**src/rtl/permute_fsm_if.sv**
```systemverilog
// Handshake and control bundle between the SHAKE load stage, the permute FSM
// and the dump stage. The slave modport is the FSM; master is its environment.
interface permute_fsm_if #(
  parameter int OUT_BLK_W = 16
);
  logic                 input_buffer_ready_wr;
  logic                 last_block_in_buffer_wr;
  logic [OUT_BLK_W-1:0] output_blocks;
  logic                 output_buffer_clear;
  logic                 input_buffer_ready;
  logic                 output_buffer_ready;
  logic                 last_output_block;
  logic                 state_reset;
  logic                 absorb_enable;
  logic                 round_enable;
  logic [4:0]           round_index;
  logic                 squeeze_copy;

  modport master (
    output input_buffer_ready_wr, last_block_in_buffer_wr, output_blocks, output_buffer_clear,
    input  input_buffer_ready, output_buffer_ready, last_output_block, state_reset,
           absorb_enable, round_enable, round_index, squeeze_copy
  );

  modport slave (
    input  input_buffer_ready_wr, last_block_in_buffer_wr, output_blocks, output_buffer_clear,
    output input_buffer_ready, output_buffer_ready, last_output_block, state_reset,
           absorb_enable, round_enable, round_index, squeeze_copy
  );
endinterface

```
**src/rtl/permute_fsm.sv**
```systemverilog
// Control FSM for the SHAKE permute stage: absorb, round sequencing and squeeze.
// Optional build macro PERMUTE_ROUND_UNROLL2_EN: two rounds per round_enable.
module permute_fsm #(
  parameter int ROUNDS    = 24,
  parameter int OUT_BLK_W = 16
) (
  input  logic         clk,
  input  logic         rst,
  permute_fsm_if.slave bus
);

`ifdef PERMUTE_ROUND_UNROLL2_EN
  localparam logic [4:0] ROUND_STEP = 5'd2;
`else
  localparam logic [4:0] ROUND_STEP = 5'd1;
`endif
  localparam logic [4:0]           LAST_ROUND = 5'(ROUNDS) - ROUND_STEP;
  localparam logic [OUT_BLK_W-1:0] ZERO_BLK   = {OUT_BLK_W{1'b0}};
  localparam logic [OUT_BLK_W-1:0] ONE_BLK    = {{(OUT_BLK_W-1){1'b0}}, 1'b1};

  typedef enum logic [2:0] {
    ST_RESET        = 3'd0,
    ST_IDLE         = 3'd1,
    ST_ABSORB       = 3'd2,
    ST_PERMUTE      = 3'd3,
    ST_SQUEEZE_WAIT = 3'd4
  } state_e;

  state_e               state_r;
  state_e               next_state_s;
  logic                 run_r;
  logic                 in_flag_r;
  logic                 last_blk_r;
  logic                 msg_last_r;
  logic                 out_flag_r;
  logic                 last_out_r;
  logic [4:0]           round_cnt_r;
  logic [4:0]           cnt_next_s;
  logic [OUT_BLK_W-1:0] remaining_r;
  logic                 absorb_s;
  logic                 round_en_s;
  logic                 copy_s;
  logic                 state_reset_s;
  logic                 final_s;

  // A zero remaining count can only come from a corrupted register; treat it as final.
  assign final_s = (remaining_r <= ONE_BLK);

  // State register; run_r keeps state_reset low while rst is held.
  always_ff @(posedge clk or negedge rst) begin
    if (!rst) begin
      state_r     <= ST_RESET;
      run_r       <= 1'b0;
      round_cnt_r <= 5'd0;
    end else begin
      state_r     <= next_state_s;
      run_r       <= 1'b1;
      round_cnt_r <= cnt_next_s;
    end
  end

  // Next-state, round counter and datapath enables.
  always_comb begin
    next_state_s  = state_r;
    cnt_next_s    = round_cnt_r;
    absorb_s      = 1'b0;
    round_en_s    = 1'b0;
    copy_s        = 1'b0;
    state_reset_s = 1'b0;
    case (state_r)
      ST_RESET: begin
        state_reset_s = run_r;
        if (run_r) begin
          next_state_s = ST_IDLE;
        end else begin
          next_state_s = ST_RESET;
        end
      end
      ST_IDLE: begin
        if (in_flag_r) begin
          next_state_s = ST_ABSORB;
        end else begin
          next_state_s = ST_IDLE;
        end
      end
      ST_ABSORB: begin
        absorb_s     = 1'b1;
        cnt_next_s   = 5'd0;
        next_state_s = ST_PERMUTE;
      end
      ST_PERMUTE: begin
        round_en_s = 1'b1;
        if (round_cnt_r >= LAST_ROUND) begin
          cnt_next_s = 5'd0;
          if (msg_last_r) begin
            next_state_s = ST_SQUEEZE_WAIT;
          end else begin
            next_state_s = ST_IDLE;
          end
        end else begin
          cnt_next_s   = round_cnt_r + ROUND_STEP;
          next_state_s = ST_PERMUTE;
        end
      end
      ST_SQUEEZE_WAIT: begin
        if (!out_flag_r) begin
          copy_s     = 1'b1;
          cnt_next_s = 5'd0;
          // The copy samples the state before this same-cycle reset takes effect.
          if (final_s) begin
            state_reset_s = 1'b1;
            next_state_s  = ST_IDLE;
          end else begin
            next_state_s = ST_PERMUTE;
          end
        end else begin
          next_state_s = ST_SQUEEZE_WAIT;
        end
      end
      default: begin
        next_state_s = ST_RESET;
        cnt_next_s   = 5'd0;
      end
    endcase
  end

  // Handshake flags, message bookkeeping and output-block countdown.
  always_ff @(posedge clk or negedge rst) begin
    if (!rst) begin
      in_flag_r   <= 1'b0;
      last_blk_r  <= 1'b0;
      msg_last_r  <= 1'b0;
      out_flag_r  <= 1'b0;
      last_out_r  <= 1'b0;
      remaining_r <= ZERO_BLK;
    end else begin
      if (bus.input_buffer_ready_wr) begin
        in_flag_r  <= 1'b1;
        last_blk_r <= bus.last_block_in_buffer_wr;
      end else if (absorb_s) begin
        in_flag_r <= 1'b0;
      end

      if (absorb_s) begin
        msg_last_r <= last_blk_r;
        if (last_blk_r) begin
          remaining_r <= (bus.output_blocks == ZERO_BLK) ? ONE_BLK : bus.output_blocks;
        end
      end

      if (copy_s) begin
        out_flag_r <= 1'b1;
        last_out_r <= (remaining_r == ONE_BLK);
        if (remaining_r != ZERO_BLK) begin
          remaining_r <= remaining_r - ONE_BLK;
        end
      end else if (bus.output_buffer_clear) begin
        out_flag_r <= 1'b0;
      end
    end
  end

  assign bus.input_buffer_ready  = in_flag_r;
  assign bus.output_buffer_ready = out_flag_r;
  assign bus.last_output_block   = last_out_r;
  assign bus.state_reset         = state_reset_s;
  assign bus.absorb_enable       = absorb_s;
  assign bus.round_enable        = round_en_s;
  assign bus.round_index         = round_cnt_r;
  assign bus.squeeze_copy        = copy_s;

endmodule

```
**src/flat_wrapper.sv**
```systemverilog
// flat-port wrapper written by rule: the top's interface ports become plain ports
module permute_fsm_flat 
#(
  parameter int ROUNDS    = 24,
  parameter int OUT_BLK_W = 16
)
  (clk, rst, bus_input_buffer_ready_wr, bus_last_block_in_buffer_wr, bus_output_blocks, bus_output_buffer_clear, bus_input_buffer_ready, bus_output_buffer_ready, bus_last_output_block, bus_state_reset, bus_absorb_enable, bus_round_enable, bus_round_index, bus_squeeze_copy);
  permute_fsm_if #(.OUT_BLK_W(OUT_BLK_W)) bus_i ();
  input  logic clk;
  input  logic rst;
  input wire logic [$bits(bus_i.input_buffer_ready_wr)-1:0] bus_input_buffer_ready_wr;
  input wire logic [$bits(bus_i.last_block_in_buffer_wr)-1:0] bus_last_block_in_buffer_wr;
  input wire logic [$bits(bus_i.output_blocks)-1:0] bus_output_blocks;
  input wire logic [$bits(bus_i.output_buffer_clear)-1:0] bus_output_buffer_clear;
  output wire logic [$bits(bus_i.input_buffer_ready)-1:0] bus_input_buffer_ready;
  output wire logic [$bits(bus_i.output_buffer_ready)-1:0] bus_output_buffer_ready;
  output wire logic [$bits(bus_i.last_output_block)-1:0] bus_last_output_block;
  output wire logic [$bits(bus_i.state_reset)-1:0] bus_state_reset;
  output wire logic [$bits(bus_i.absorb_enable)-1:0] bus_absorb_enable;
  output wire logic [$bits(bus_i.round_enable)-1:0] bus_round_enable;
  output wire logic [$bits(bus_i.round_index)-1:0] bus_round_index;
  output wire logic [$bits(bus_i.squeeze_copy)-1:0] bus_squeeze_copy;
  assign bus_i.input_buffer_ready_wr = bus_input_buffer_ready_wr;
  assign bus_i.last_block_in_buffer_wr = bus_last_block_in_buffer_wr;
  assign bus_i.output_blocks = bus_output_blocks;
  assign bus_i.output_buffer_clear = bus_output_buffer_clear;
  assign bus_input_buffer_ready = bus_i.input_buffer_ready;
  assign bus_output_buffer_ready = bus_i.output_buffer_ready;
  assign bus_last_output_block = bus_i.last_output_block;
  assign bus_state_reset = bus_i.state_reset;
  assign bus_absorb_enable = bus_i.absorb_enable;
  assign bus_round_enable = bus_i.round_enable;
  assign bus_round_index = bus_i.round_index;
  assign bus_squeeze_copy = bus_i.squeeze_copy;
  permute_fsm #(.ROUNDS(ROUNDS), .OUT_BLK_W(OUT_BLK_W)) u_core (.clk(clk), .rst(rst), .bus(bus_i));
endmodule
```
**config.mk**
```make
export PLATFORM = sky130hd
export DESIGN_NAME = permute_fsm_flat
export DESIGN_NICKNAME = d
export VERILOG_FILES = /design/src/rtl/permute_fsm_if.sv /design/src/rtl/permute_fsm.sv /design/src/flat_wrapper.sv
export SDC_FILE = /design/constraint.sdc
export NUM_CORES = 1
export LEC_CHECK = 0
export BUFFER_PORTS_ARGS = -buffer_cell sky130_fd_sc_hd__clkbuf_2
export CAP_MARGIN = 20
export CORE_MARGIN = 2
export CORE_UTILIZATION = 40
export CTS_CLUSTER_SIZE = 8
export DETAILED_ROUTE_END_ITERATION = 10
export MAX_ROUTING_LAYER = met4
export REMOVE_ABC_BUFFERS = 1
export SLEW_MARGIN = 10
export SYNTH_ARGS = -nofsm -noshare
export SYNTH_HDL_FRONTEND = slang
export SYNTH_SLANG_ARGS = --single-unit
```
**constraint.sdc**
```tcl
create_clock -name clk -period 2.2 [get_ports clk]
set_input_delay 0.22 -clock clk [delete_from_list [all_inputs] [get_ports clk]]
set_output_delay 0.22 -clock clk [all_outputs]
set_load 0.02 [all_outputs]
```
==> qor.csv <==
stage,metric,value,unit
run_status,outcome,finished clean,
timing,hold_violations,0,
power,power.density,1120,nW/um^2
synthesis,synth_edf_count,0,
timing,rsz0062_at_grt,no,
cts,tritoncts,done,
grt,grt_pass1_vias,1582,
place,dp_hpwl,3230,um
timing,fmax,487,MHz
setup_path,path_max_fanout,13,
setup_path,start_kind,register,
place,dp_cells,287,
drt,drtPass1Iterations,4,
place,port-buffer-count,32,
timing,finalCritPeriodShare,93.4,%
drt,drtIter0Drc,85,
synthesis,avgSynthCellArea,9.18,um^2
timing,drv_slew,0,
setup_path,crit_start,u_core.remaining_r[1],
timing,setup_viol,0,
synthesis,synth_flop_cell,dfrtp_1,
layout,n_fill_cell,431,
setup_path,crit_arrival,2.22,ns
synthesis,seq_area_frac_synth,42.0,%
drt,viasPerCell,5.61,
setup_path,worst_path_max_delay_cell,dfrtp_1,
synthesis,syn_area,1790,um^2
setup_path,cp-end-kind,register,
layout,drive_gt1_share,28.1,%
timing,tightest_slew,0.767,ns
drt,wl_per_cell,15.1,um
cts,cts_inserted_buffers,5,
synthesis,yosys.cell_types.count,48,
job,maxCapViolCount,0,
cts,clock_sinks,30,
setup_path,crit_chain,inv_1 > ha_1 > nor4b_1 > and4_1 > o21ai_2 > buf_4 > a21boi_0 > o221a_1,
cts,hold_buffers,0,
timing,fin_ws,0.146,ns
synthesis,netlist_instances,195,
timing,fin_hold_ws,0.00673,ns
synthesis,yosysWarnings,0,
setup_path,rr_worst_depth,8,
setup_path,reg2reg_slack,0.15,ns
grt,grt_use_total,19.8,%
floorplan,row_count,24,
layout,fin_cells,294,
synthesis,synth_seq_cells,30,
grt,antenna_found_initial,0,
setup_path,required,2.36,ns
timing,fin_crit,2.05,ns
floorplan,design.core.area,4320,um^2
synthesis,async_flop_share,100,%
cts,clk_latency,0.28,ns
cts,clk_path_buf_depth,2,
place,pre_cts_slack,-0.0394,ns
cts,cts.reportedPaths.clkPinSlew,0.06,ns
drt,final_antenna_net_count,0,
setup_path,critPathMaxStageDelay,0.39,ns
layout,diodes,0,
layout,syn_to_final_growth,22.4,%
grt,grt_max_degree,31,
floorplan,die-width,70.9,um
timing,maxSlewHeadroom,48.9,%
drt,vias,1649,
setup_path,reg2reg_to,u_core.remaining_r[6],
timing,fin_setup_tns,0,ns
setup_path,r2r-start,u_core.remaining_r[1],
floorplan,initial_utilization,41.4,%
floorplan,ios,33,
floorplan,die_h,70.9,um
power,p_leak,0.967,nW
grt,grt_overflow_total,0,
min_path,worstHoldPathType,in -> async,
cts,root_buffer,clkbuf_8,
layout,mostFrequentLayoutCell,clkbuf_2,
power,power,0.00246,W
drt,totalWireLength,4430,um
layout,final_cell_mix,"32 x clkbuf_2, 30 x dfrtp_1, 16 x nand3_1",
floorplan,die_area,5020,um^2
layout,fin_nets,267,
drt,post-route-drc-count,0,
place,gp_congestion,0.795,
grt,grt_pass1_wl,7630,um
cts,htree_num_levels,2,
setup_path,crit_type,reg -> reg,
power,vdd_drop_max,0.000513,V
timing,skew,0.00574,ns
what timing repair did:
action	CTS	global route
setup buffers	0	0
gates cloned	0	0
endpoints found under the hold margin	0	0
endpoints found under the setup margin	1	1
gates resized for setup	1	5
registers in the layout, summed over array words and instances, names as in the netlist:
| name | flops |
|---|---|
| u_core.bus.input_buffer_ready | 1 |
| u_core.bus.last_output_block | 1 |
| u_core.bus.output_buffer_ready | 1 |
| u_core.bus.round_index | 5 |
| u_core.last_blk_r | 1 |
| u_core.msg_last_r | 1 |
| u_core.remaining_r | 16 |
| u_core.run_r | 1 |
| u_core.state_r | 3 |
worst max-delay path by stage:
stage | endpoint | slack [ns]
6_report | u_core.remaining_r[6] | 0.15
3_3_place_gp | u_core.remaining_r[6] | 0.04
2_1_floorplan | u_core.remaining_r[6] | 0.27
4_1_cts | bus_state_reset | 0.002
5_1_grt | u_core.remaining_r[6] | 0.01
3_5_place_dp | u_core.remaining_r[6] | -0.04
through the flow:
| step | utilization, % | instance area (um^2) |
|---|---|---|
| 3_3_place_gp | 48.1 | 2080 |
| 3_5_place_dp | 48.1 | 2080 |
| 6_report | 50.7 | 2190 |
| 4_1_cts | 49.9 | 2160 |
| 5_1_grt | 50.7 | 2190 |
| 2_1_floorplan | - | 1750 |
power breakdown:
| group | switching, W | internal, W |
|---|---|---|
| Sequential | 0.000293 | 0.000772 |
| Clock | 0.000195 | 0.000217 |
| Combinational | 0.000524 | 0.000461 |
layout make-up:
cell class / count / area, um^2 / share of cell area [%]
Sequential cell: 30 / 751 / 34.3
Clock buffer: 7 / 76.3 / 3.48
Multi-Input combinational cell: 146 / 985 / 44.9
Timing Repair Buffer: 46 / 265 / 12.1
Inverter: 13 / 48.8 / 2.23
Tap cell: 52 / 65.1 / 2.97
cell families after synthesis:
kind of cell,count (synthesis),synth area share (%)
compound gates,60,24.1
fa+ha+maj,4,2.80
simple gates,78,23.9
flops,30,42.0
mux,3,2.03
buf+inv,19,4.97
other cells,1,0.210
critical path: cells and delay by family (launching register included):
kind,cells,cell delay (ns)
compound gates,3,0.46
simple gates,2,0.62
fa+ha+maj,1,0.16
buf+inv,2,0.31
flops,1,0.39
layer usage:
| layer | track usage [%] | share of wire (%) |
|---|---|---|
| met1 | 27.2 | 49 |
| met2 | 29.9 | 47 |
| met3 | 2.99 | 2.8 |
| met4 | 6.92 | 1.3 |
| met5 | - | 0 |
cells in the mapped netlist (all sizes together) (3+ instances only):
cell type | number | area, um^2
nor2 | 14 | 52.6
inv | 13 | 48.8
a21o | 6 | 45.0
nand3 | 16 | 80.1
nand2 | 11 | 43.8
ha | 4 | 50.1
and3 | 4 | 25.0
o21a | 7 | 52.6
nor3 | 11 | 60.1
a21oi | 11 | 58.8
buf | 4 | 32.5
nand2b | 3 | 26.3
o221a | 6 | 67.6
nand4 | 4 | 25.0
nor4 | 6 | 37.5
o21ai | 17 | 88.8
dfrtp | 30 | 751
Power figures use the tool's default switching activity.
